**src/rtl/sigmul_seq_if.sv**
```systemverilog
// Handshake and data bundle between the FP preprocess stage and
// the sequential significand multiplier.
interface sigmul_seq_if #(
  parameter int WIDTH = 32,
  parameter int WEXP  = 8,
  parameter int WSIG  = 23
);
  logic                  start;
  logic [WIDTH-1:0]      a;
  logic [WIDTH-1:0]      b;
  logic                  zero;
  logic                  infinity;
  logic                  aisnan;
  logic                  bisnan;
  logic                  aisdenorm;
  logic                  bisdenorm;
  logic                  sign;
  logic [1:0]            roundmode;
  logic                  busy;
  logic                  done;
  logic [2*WSIG+1:0]     prod;
  logic [WEXP+1:0]       expsum;
  logic [1:0]            special;
  logic                  sign_o;
  logic [1:0]            roundmode_o;

  modport master (
    output start, a, b,
    output zero, infinity,
    output aisnan, bisnan,
    output aisdenorm, bisdenorm,
    output sign, roundmode,
    input  busy, done, prod,
    input  expsum, special,
    input  sign_o, roundmode_o
  );

  modport slave (
    input  start, a, b,
    input  zero, infinity,
    input  aisnan, bisnan,
    input  aisdenorm, bisdenorm,
    input  sign, roundmode,
    output busy, done, prod,
    output expsum, special,
    output sign_o, roundmode_o
  );
endinterface

```
**src/rtl/sigmul_seq.sv**
```systemverilog
// Sequential radix-2 shift-add significand multiplier with
// exponent sum and special-case classification.
module sigmul_seq #(
  parameter int WIDTH = 32,
  parameter int WEXP  = 8,
  parameter int WSIG  = 23
) (
  input logic        clk,
  input logic        rst,
  sigmul_seq_if.slave bus
);
  localparam int WM = WSIG + 1;
  localparam int WP = 2 * WSIG + 2;
  localparam int WE = WEXP + 2;
  localparam int WC = $clog2(WM + 1);
  localparam logic [WE-1:0] BIAS =
    WE'((1 << (WEXP - 1)) - 1);

  typedef enum logic [1:0] {
    IDLE = 2'd0,
    MUL  = 2'd1,
    DONE = 2'd2
  } state_t;

  state_t          state;
  logic [WC-1:0]   cnt;
  logic [WP-1:0]   acc;
  logic [WM-1:0]   mc;
  logic            busy_q;
  logic            done_q;
  logic [WP-1:0]   prod_q;
  logic [WE-1:0]   exps_q;
  logic [1:0]      spec_q;
  logic            sign_q;
  logic [1:0]      rm_q;

  logic [WM-1:0]   siga;
  logic [WM-1:0]   sigb;
  logic [WE-1:0]   ea;
  logic [WE-1:0]   eb;
  logic [WE-1:0]   esum;
  logic            nan;
  logic [1:0]      cls;
  logic [WM:0]     sum;
  logic [WP-1:0]   accn;
  logic            unused_signs;

  assign unused_signs =
    ^{bus.a[WIDTH-1], bus.b[WIDTH-1]};

  assign siga = {~bus.aisdenorm, bus.a[WSIG-1:0]};
  assign sigb = {~bus.bisdenorm, bus.b[WSIG-1:0]};

  assign ea = bus.aisdenorm ? WE'(1) :
    WE'(bus.a[WSIG+WEXP-1:WSIG]);
  assign eb = bus.bisdenorm ? WE'(1) :
    WE'(bus.b[WSIG+WEXP-1:WSIG]);
  assign esum = ea + eb - BIAS;

  assign nan = bus.aisnan | bus.bisnan |
    (bus.infinity & bus.zero);

  always_comb begin
    cls = 2'b00;
    priority case (1'b1)
      nan:          cls = 2'b11;
      bus.infinity: cls = 2'b10;
      bus.zero:     cls = 2'b01;
      default:      cls = 2'b00;
    endcase
  end

  // Upper half accumulates, lower half holds the
  // unconsumed multiplier bits; shift right each step.
  assign sum = {1'b0, acc[WP-1:WM]} +
    (acc[0] ? {1'b0, mc} : '0);
  assign accn = {sum, acc[WM-1:1]};

  always_ff @(posedge clk or posedge rst) begin
    if (rst) begin
      state  <= IDLE;
      cnt    <= '0;
      acc    <= '0;
      mc     <= '0;
      busy_q <= 1'b0;
      done_q <= 1'b0;
      prod_q <= '0;
      exps_q <= '0;
      spec_q <= 2'b00;
      sign_q <= 1'b0;
      rm_q   <= 2'b00;
    end else begin
      unique case (state)
        IDLE: begin
          done_q <= 1'b0;
          if (bus.start) begin
            busy_q <= 1'b1;
            sign_q <= bus.sign;
            rm_q   <= bus.roundmode;
            spec_q <= cls;
            if (cls != 2'b00) begin
              prod_q <= '0;
              exps_q <= '0;
              done_q <= 1'b1;
              state  <= DONE;
            end else begin
              exps_q <= esum;
              mc     <= siga;
              acc    <= {{WM{1'b0}}, sigb};
              cnt    <= WC'(WM);
              state  <= MUL;
            end
          end
        end
        MUL: begin
          acc <= accn;
          cnt <= cnt - WC'(1);
          if (cnt == WC'(1)) begin
            prod_q <= accn;
            done_q <= 1'b1;
            state  <= DONE;
          end
        end
        DONE: begin
          done_q <= 1'b0;
          busy_q <= 1'b0;
          state  <= IDLE;
        end
        default: begin
          done_q <= 1'b0;
          busy_q <= 1'b0;
          state  <= IDLE;
        end
      endcase
    end
  end

  assign bus.busy        = busy_q;
  assign bus.done        = done_q;
  assign bus.prod        = prod_q;
  assign bus.expsum      = exps_q;
  assign bus.special     = spec_q;
  assign bus.sign_o      = sign_q;
  assign bus.roundmode_o = rm_q;
endmodule

```
**src/flat_wrapper.sv**
```systemverilog
// flat-port wrapper written by rule: the top's interface ports become plain ports
module sigmul_seq_flat 
#(
  parameter int WIDTH = 32,
  parameter int WEXP  = 8,
  parameter int WSIG  = 23
)
  (clk, rst, bus_start, bus_a, bus_b, bus_zero, bus_infinity, bus_aisnan, bus_bisnan, bus_aisdenorm, bus_bisdenorm, bus_sign, bus_roundmode, bus_busy, bus_done, bus_prod, bus_expsum, bus_special, bus_sign_o, bus_roundmode_o);
  sigmul_seq_if #(.WIDTH(WIDTH), .WEXP(WEXP), .WSIG(WSIG)) bus_i ();
  input logic clk;
  input logic rst;
  input wire logic [$bits(bus_i.start)-1:0] bus_start;
  input wire logic [$bits(bus_i.a)-1:0] bus_a;
  input wire logic [$bits(bus_i.b)-1:0] bus_b;
  input wire logic [$bits(bus_i.zero)-1:0] bus_zero;
  input wire logic [$bits(bus_i.infinity)-1:0] bus_infinity;
  input wire logic [$bits(bus_i.aisnan)-1:0] bus_aisnan;
  input wire logic [$bits(bus_i.bisnan)-1:0] bus_bisnan;
  input wire logic [$bits(bus_i.aisdenorm)-1:0] bus_aisdenorm;
  input wire logic [$bits(bus_i.bisdenorm)-1:0] bus_bisdenorm;
  input wire logic [$bits(bus_i.sign)-1:0] bus_sign;
  input wire logic [$bits(bus_i.roundmode)-1:0] bus_roundmode;
  output wire logic [$bits(bus_i.busy)-1:0] bus_busy;
  output wire logic [$bits(bus_i.done)-1:0] bus_done;
  output wire logic [$bits(bus_i.prod)-1:0] bus_prod;
  output wire logic [$bits(bus_i.expsum)-1:0] bus_expsum;
  output wire logic [$bits(bus_i.special)-1:0] bus_special;
  output wire logic [$bits(bus_i.sign_o)-1:0] bus_sign_o;
  output wire logic [$bits(bus_i.roundmode_o)-1:0] bus_roundmode_o;
  assign bus_i.start = bus_start;
  assign bus_i.a = bus_a;
  assign bus_i.b = bus_b;
  assign bus_i.zero = bus_zero;
  assign bus_i.infinity = bus_infinity;
  assign bus_i.aisnan = bus_aisnan;
  assign bus_i.bisnan = bus_bisnan;
  assign bus_i.aisdenorm = bus_aisdenorm;
  assign bus_i.bisdenorm = bus_bisdenorm;
  assign bus_i.sign = bus_sign;
  assign bus_i.roundmode = bus_roundmode;
  assign bus_busy = bus_i.busy;
  assign bus_done = bus_i.done;
  assign bus_prod = bus_i.prod;
  assign bus_expsum = bus_i.expsum;
  assign bus_special = bus_i.special;
  assign bus_sign_o = bus_i.sign_o;
  assign bus_roundmode_o = bus_i.roundmode_o;
  sigmul_seq #(.WIDTH(WIDTH), .WEXP(WEXP), .WSIG(WSIG)) u_core (.clk(clk), .rst(rst), .bus(bus_i));
endmodule
```
**config.mk**
```make
export PLATFORM = sky130hd
export DESIGN_NAME = sigmul_seq_flat
export DESIGN_NICKNAME = d
export VERILOG_FILES = /design/src/rtl/sigmul_seq_if.sv /design/src/rtl/sigmul_seq.sv /design/src/flat_wrapper.sv
export SDC_FILE = /design/constraint.sdc
export NUM_CORES = 1
export LEC_CHECK = 0
export ABC_AREA = 1
export BUFFER_PORTS_ARGS = -buffer_cell sky130_fd_sc_hd__clkbuf_2
export CORE_ASPECT_RATIO = 0.8
export CORE_UTILIZATION = 51
export DETAILED_ROUTE_END_ITERATION = 7
export GPL_TIMING_DRIVEN = 0
export PLACE_DENSITY = 0.77
export SYNTH_ARGS = -nofsm -noshare
export SYNTH_HDL_FRONTEND = slang
export SYNTH_SLANG_ARGS = --single-unit
```
**constraint.sdc**
```tcl
create_clock -name clk -period 3.8 [get_ports clk]
set_clock_uncertainty 0.1 [all_clocks]
set_input_delay 0 -clock clk [delete_from_list [all_inputs] [get_ports clk]]
set_output_delay 0 -clock clk [all_outputs]
set_load 0.02 [all_outputs]
```
==> summary.md, run 1 <==
| Metric | Value |
|---|---|
| Outcome | complete, no violations |
| Initial DRC count | 643 |
| Post-synth top area share | 0.449 |
| Area grow syn2layout | 27.0% |
| EDFF count, synth | 0 |
| Fin util | 0.672 |
| Most numerous cell in the Yosys netlist | nand2_1 |
| Post-cts resize count | 0 |
| Layout cell share with drive strength beyond 1 | 0.166 |
| Rel. slew slack | 0.461 |
| Clock sinks | around 140 |
| Hold WC Path Type | input port to register |
| Sequential fraction of design power | 0.420 |
| Least-Margin Pin Slew | approximately 0.81 ns |
| Gr usage total | 0.296 |
| Rows | 40 |
| Cell area power density | 477 nW/um2 |
| Hold Startpoint | bus_a[23] |
| Initial antenna violation count | 0 |
| Fmax | 0.301 GHz |
| # DRC | 0 |
| Worst hold stages | 6 |
| Setup slack, reg-to-reg | just under 0.5 ns |
| Hold Crit Endpoint | u_core.bus.expsum[1]$_DFFE_PP0P_ |
| Cells after DPL | 1,442 |
| CP max FO | 10 |
| CTS buffer count | 17 |
| Final setup viols | 0 |
| Final Non-Filler Cells | ~1,500 |
| Initial core utilization | 0.529 |
| GPL Wtd Cong | between 0.9 and 1 |
| Vias in the first global route | 7,376 |
| Most area-consuming cells after synthesis | dfrtp_1, nand2_1, ha_1 |
| Synth Cell Area | ~8000 um2 |
| Synth warn | 0 |
| Clock Latency Late Sink | about 0.43 ns |
| First-pass GRT wire length | roughly 37,000 um |
| TritonRoute pass-1 iters | 5 |
| Grt ovf | 0 |
| Buffers on Ports | around 140 |
| Via density | 5.08 |
| WL/cell | 14.6 um |
| CP required | 4.04 ns |
| Antenna diodes | 0 |
| Clk slew on worst S/H paths | approximately 0.060 ns |
| Leakage Power | between 5 and 6 nW |
| Root buf cell | clkbuf_16 |
| Die footprint | approximately 16,000 um2 |
| Worst flop-to-flop path endpoint | u_core.bus.prod[35]$_DFFE_PP0P_ |
| Vias | approximately 7,800 |
| Post-synth top flop | dfrtp_1 |
| Fin crit period | around 3.3 ns |
| Post-CTS Hold Buffers | 63 |
| Critical path class | register to register |
| Reg-to-reg startpoint | u_core.acc[0]$_DFFE_PP0P_ |
| Antenna Nets Post-Route | 0 |
| Area leader, netlist | dfrtp_1 |
| Fin crit share | 0.873 |
| Element type at the critical path end | register |
| Core Box Area | between 15,000 and 20,000 um2 |
| Post-synth top cells | nand2_1, dfrtp_1, inv_1 |
| Max Cap Viol | 0 |
| Maximum clock insertion buffer count | 2 |
| Clk pwr share | 0.315 |
| Die Y-Extent | ~110 um |
| Pint | 3.17 mW |
| Detailed placer's ending HPWL | around 16,000 um |
| Sw Share | 0.348 |
| Largest net degree at the start of global routing | between 40 and 50 |
| Combinational fraction of design power | 0.265 |
| Switching power | about 1.7 mW |
| Total Wirelength | approximately 22,000 um |
| Pins Over Slew Limit | 0 |
| Nets | around 1,400 |
| CTS tree | done |
| Yosys cell types | 38 |
| Setup TNS Final | 0 ns |
| Net Count, Synth | between 1,000 and 1,500 |
| Asr flop ratio synth | 1.00 |
| Worst Reg2Reg Path Length in Cells | 16 |
| # H-tree levels | 4 |
| RSZ-0062 raised after global routing | false |
| Worst Setup Start Kind | register |
| Max VDD drop | about 0.00033 V |
| Worst endpoint data arrival time | between 3 and 4 ns |
| Ports | 141 |
| Mean Syn Cell Area | 7.34 um2 |
| Final Hold Vio Count | 0 |
| Cells after Synth | 1,093 |
| Seq/Total Area, Yosys | 0.449 |
| Synth Register Bits | 144 |
| Die X | around 140 um |
| # Post-CTS Setup Buffers | 0 |
==> per-stage QoR <==
stage / hold WS (ns) / worst slack [ns] / cell area [um2] / power, mW
finish: 0.0659 / 0.483 / 10200 / 4.86
global route: 0.0800 / 0.244 / 10200 / 5.11
CTS: 0.0630 / 0.571 / 10200 / 4.84
detailed placement: 0.0438 / 0.601 / 9030 / 3.26
global placement: 0.0972 / 0.631 / 8970 / 3.21
floorplan: 0.00962 / 1.36 / 8020 / 2.86
==> worst max-delay path by stage <==
stage                                    startpoint                         endpoint  cells after the start
after floorplan           u_core.acc[0]$_DFFE_PP0P_  u_core.bus.prod[47]$_DFFE_PP0P_                     18
after global placement    u_core.acc[0]$_DFFE_PP0P_  u_core.bus.prod[47]$_DFFE_PP0P_                     18
after detailed placement  u_core.acc[0]$_DFFE_PP0P_  u_core.bus.prod[47]$_DFFE_PP0P_                     18
after CTS                 u_core.acc[0]$_DFFE_PP0P_  u_core.bus.prod[47]$_DFFE_PP0P_                     18
after global routing      u_core.acc[0]$_DFFE_PP0P_  u_core.bus.prod[35]$_DFFE_PP0P_                     16
final                     u_core.acc[0]$_DFFE_PP0P_  u_core.bus.prod[35]$_DFFE_PP0P_                     16
==> routing by layer <==
metal  up-vias  share of wire  track usage
li1       3839              -            -
met2       300           0.44        0.460
met5         -              0            0
met4         0          0.021       0.0961
met3        35          0.074       0.0615
met1      3635           0.47        0.414
==> power groups by stage <==
stage / Clock [mW] / Sequential (mW) / Combinational (mW)
after CTS: 1.54 / 2.03 / 1.27
after floorplan: 0 / 2.07 / 0.792
final: 1.53 / 2.04 / 1.29
after detailed placement: 0 / 2.05 / 1.21
after global routing: 1.60 / 2.07 / 1.44
after global placement: 0 / 2.05 / 1.16
==> registers in the layout, summed over array words and instances (netlist names) <==
signal,count
u_core.acc,48
u_core.bus.busy,1
u_core.bus.done,1
u_core.bus.expsum,10
u_core.bus.prod,48
u_core.bus.roundmode_o,2
u_core.bus.sign_o,1
u_core.bus.special,2
u_core.cnt,5
u_core.mc,24
u_core.state,2
==> logic make-up (layout without fill, tap and decap cells) <==
group / count (synthesis) / count (layout) / synth area share
and+or+nand+nor: 629 / 629 / 0.321
adders and majority gates: 43 / 43 / 0.0690
buffers and inverters: 175 / 408 / 0.0896
DFF: 144 / 144 / 0.449
AOI/OAI and AO/OA: 101 / 101 / 0.0696
xor gates and xnor gates: 1 / 1 / 0.00109
==> layout by cell type (no fill, tap or decap), types with 2 or more instances in the layout <==
cell type,n
clkinv_2,3
nand4_1,13
nand3_1,60
buf_2,12
inv_2,6
buf_4,3
buf_12,4
nor3_1,5
dlygate4sd3_1,63
nand2_1,474
dfrtp_1,144
o21ai_1,4
nor2_1,50
clkinv_4,2
nor2_4,3
nand3b_1,7
clkbuf_1,17
o21ai_2,10
inv_6,4
or2_2,3
clkbuf_16,17
inv_1,134
ha_1,41
clkbuf_2,136
nand2_2,8
a21oi_1,26
o21ai_0,55
fa_1,2
clkinvlp_4,3
==> cell type report <==
type / instances / area, um2
Buffer: 34 / 189
Clock buffer: 20 / 447
Clock inverter: 11 / 82.6
Fill cell: 1271 / 4980
Inverter: 141 / 533
Multi-Input combinational cell: 774 / 3700
Sequential cell: 144 / 3600
Tap cell: 210 / 263
Timing Repair Buffer: 202 / 1370
==> critical path, cell delays in order, from the launching register on <==
cell      delay [ns]
dfrtp_1         0.32
clkbuf_1        0.36
clkbuf_1        0.44
nand2_1         0.09
inv_1           0.07
ha_1            0.22
inv_1           0.07
fa_1            0.35
inv_1           0.13
nand3_1         0.09
nand3_1         0.19
nand2_1         0.08
nand2_1         0.17
nand2_1         0.09
nand3b_1        0.10
nand3_1         0.18
o21ai_0         0.19
No activity file was read; power rests on OpenSTA's default activity.
==> run 2, diff against run 1 <==
--- a/config.mk
+++ b/config.mk
@@ -6,7 +6,7 @@
 export NUM_CORES = 1
 export LEC_CHECK = 0
 export ABC_AREA = 1
-export BUFFER_PORTS_ARGS = -buffer_cell sky130_fd_sc_hd__clkbuf_2
+export BUFFER_PORTS_ARGS = -buffer_cell sky130_fd_sc_hd__buf_2
 export CORE_ASPECT_RATIO = 0.8
 export CORE_UTILIZATION = 51
 export DETAILED_ROUTE_END_ITERATION = 7
==> summary.md, run 2 (same netlist as run 1, synthesis figures left out) <==
| Metric | Value |
|---|---|
| # H-tree levels | 4 |
| Area grow syn2layout | 27.9% |
| Area of the multi-input gates | ~3700 um2 |
| Setup TNS Final | 0 ns |
| RSZ-0062 raised after global routing | false |
| Clock sinks | roughly 140 |
| Ports | 141 |
| Critical path class | register to register |
| # fillers | between 1,000 and 1,500 |
| Commonest non-fill, non-tap cell in the layout | nand2_1 |
| TritonRoute pass-1 iters | 6 |
| Element type at the critical path end | register |
| Hold WC Path Type | input port to register |
| Vias in the first global route | between 7,000 and 8,000 |
| Fin crit period | about 3.3 ns |
| Most frequent cells in the layout | nand2_1, buf_2, dfrtp_1 |
| Rel. slew slack | 0.456 |
| Worst endpoint data arrival time | 3.59 ns |
| Clock Latency Late Sink | ~0.42 ns |
| Worst Setup Start Kind | register |
| Initial antenna violation count | 0 |
| Cell area power density | 489 nW/um2 |
| First-pass GRT wire length | 36,300 um |
| Grt ovf | 0 |
| Die X | 142 um |
| Die footprint | approximately 16,000 um2 |
| Initial core utilization | 0.529 |
| Vias | just under 8,000 |
| Final setup viols | 0 |
| Rows | 40 |
| Detailed placer's ending HPWL | around 16,000 um |
| CTS tree | done |
| CP required | ~4.1 ns |
| Root buf cell | clkbuf_16 |
| Reg area | 3600 um2 |
| Layout cell share with drive strength beyond 1 | 0.167 |
| Crit path launch | u_core.acc[0]$_DFFE_PP0P_ |
| Core Box Area | around 15,000 um2 |
| Hold Startpoint | bus_b[24] |
| Leakage Power | 5.99 nW |
| Hold_ws | 0.0979 ns |
| Final Hold Vio Count | 0 |
| GPL Wtd Cong | about 0.96 |
| Fin crit share | 0.876 |
| Die Y-Extent | 114 um |
| Reg-to-reg startpoint | u_core.acc[0]$_DFFE_PP0P_ |
| Total Wirelength | between 20,000 and 25,000 um |
| Pins Over Slew Limit | 0 |
| Antenna Nets Post-Route | 0 |
| CTS buffer count | 17 |
| Via density | 5.00 |
| Max VDD drop | approximately 0.00039 V |
| Clk slew on worst S/H paths | approximately 0.07 ns |
| Outcome | complete, no violations |
| Nets | 1,433 |
| Maximum clock insertion buffer count | 2 |
| Max Cap Viol | 0 |
| # DRC | 0 |
| Buffers on Ports | about 140 |
| CP max FO | 10 |
| WL/cell | 14.6 um |
| Largest net degree at the start of global routing | 41 |
| Gr usage total | 0.291 |
| Least-Margin Pin Slew | 0.816 ns |
| Fmax | between 0.3 and 0.4 GHz |
| Antenna diodes | 0 |
| Initial DRC count | roughly 550 |
==> run 2: cell count changes in the layout (fill, tap and decap cells not counted), sizes merged <==
cell	before	now
buf	22	158
clkinv	5	3
bufinv	0	2
clkinvlp	3	4
clkbuf	171	36
inv	144	142
==> run 2: worst paths after layout <==
check | slack [ns] | cells past startpoint | endpoint
setup / recovery | 0.47 | 18 | u_core.bus.prod[47]$_DFFE_PP0P_
hold / removal | 0.1 | 6 | u_core.bus.expsum[1]$_DFFE_PP0P_
setup reg to reg | 0.47 | 18 | u_core.bus.prod[47]$_DFFE_PP0P_
hold reg to reg | 0.37 | 2 | u_core.bus.prod[43]$_DFFE_PP0P_
max in group asynchronous | 2.76 | 4 | u_core.acc[47]$_DFFE_PP0P_
min in group asynchronous | 0.19 | 3 | u_core.bus.special[1]$_DFFE_PP0P_
==> run 2: critical path: stages, from the launching register on <==
cell	delay, ns
dfrtp_1	0.32
clkbuf_1	0.34
clkbuf_1	0.45
nand2_1	0.09
inv_1	0.08
ha_1	0.23
inv_1	0.08
fa_1	0.35
inv_1	0.13
nand3_1	0.09
nand3_1	0.19
nand2_1	0.08
nand2_1	0.17
nand2_1	0.10
nand2_1	0.11
nand2_1	0.07
nand3_1	0.11
nand3_1	0.10
nand2_1	0.08
==> run 2: where the power goes <==
group	internal [mW]	switching (mW)	total [mW]	leakage, nW
clock network	1.02	0.665	1.69	0.284
registers	1.84	0.195	2.04	1.94
logic	0.473	0.813	1.29	3.76
total	3.34	1.67	5.01	5.99
==> run 2: what timing repair did <==
item                      in CTS  in global routing
setup buffers                  0                  0
hold buffers                  63                  0
hold endpoints to repair      93                  0
resized for setup              0                  0
==> run 2: per-stage QoR <==
step | instance area (um2) | util | std cells | worst slack [ns] | power (mW)
after detailed placement | 9030 | 0.595 | 1442 | 0.569 | 3.26
after floorplan | 8020 | - | 1093 | 1.36 | 2.86
after global routing | 10300 | 0.676 | 1536 | 0.269 | 5.27
after CTS | 10300 | 0.676 | 1536 | 0.530 | 5.01
after global placement | 8970 | 0.591 | 1439 | 0.629 | 3.21
final | 10300 | 0.676 | 1536 | 0.472 | 5.01
==> run 2: final cells by class <==
cell class                      instances  area share
Multi-Input combinational cell        774       0.360
Buffer                                 34      0.0184
Clock inverter                         10      0.0126
Timing Repair Buffer                  202       0.134
Tap cell                              210      0.0256
Sequential cell                       144       0.351
Inverter                              141      0.0520
Clock buffer                           21      0.0459
==> run 2: per-layer routing <==
layer	vias up	GRT usage	part of all wire
met5	-	0	0
met4	0	0.0695	0.010
met3	18	0.0565	0.067
met2	253	0.458	0.44
met1	3572	0.416	0.48
li1	3841	-	-
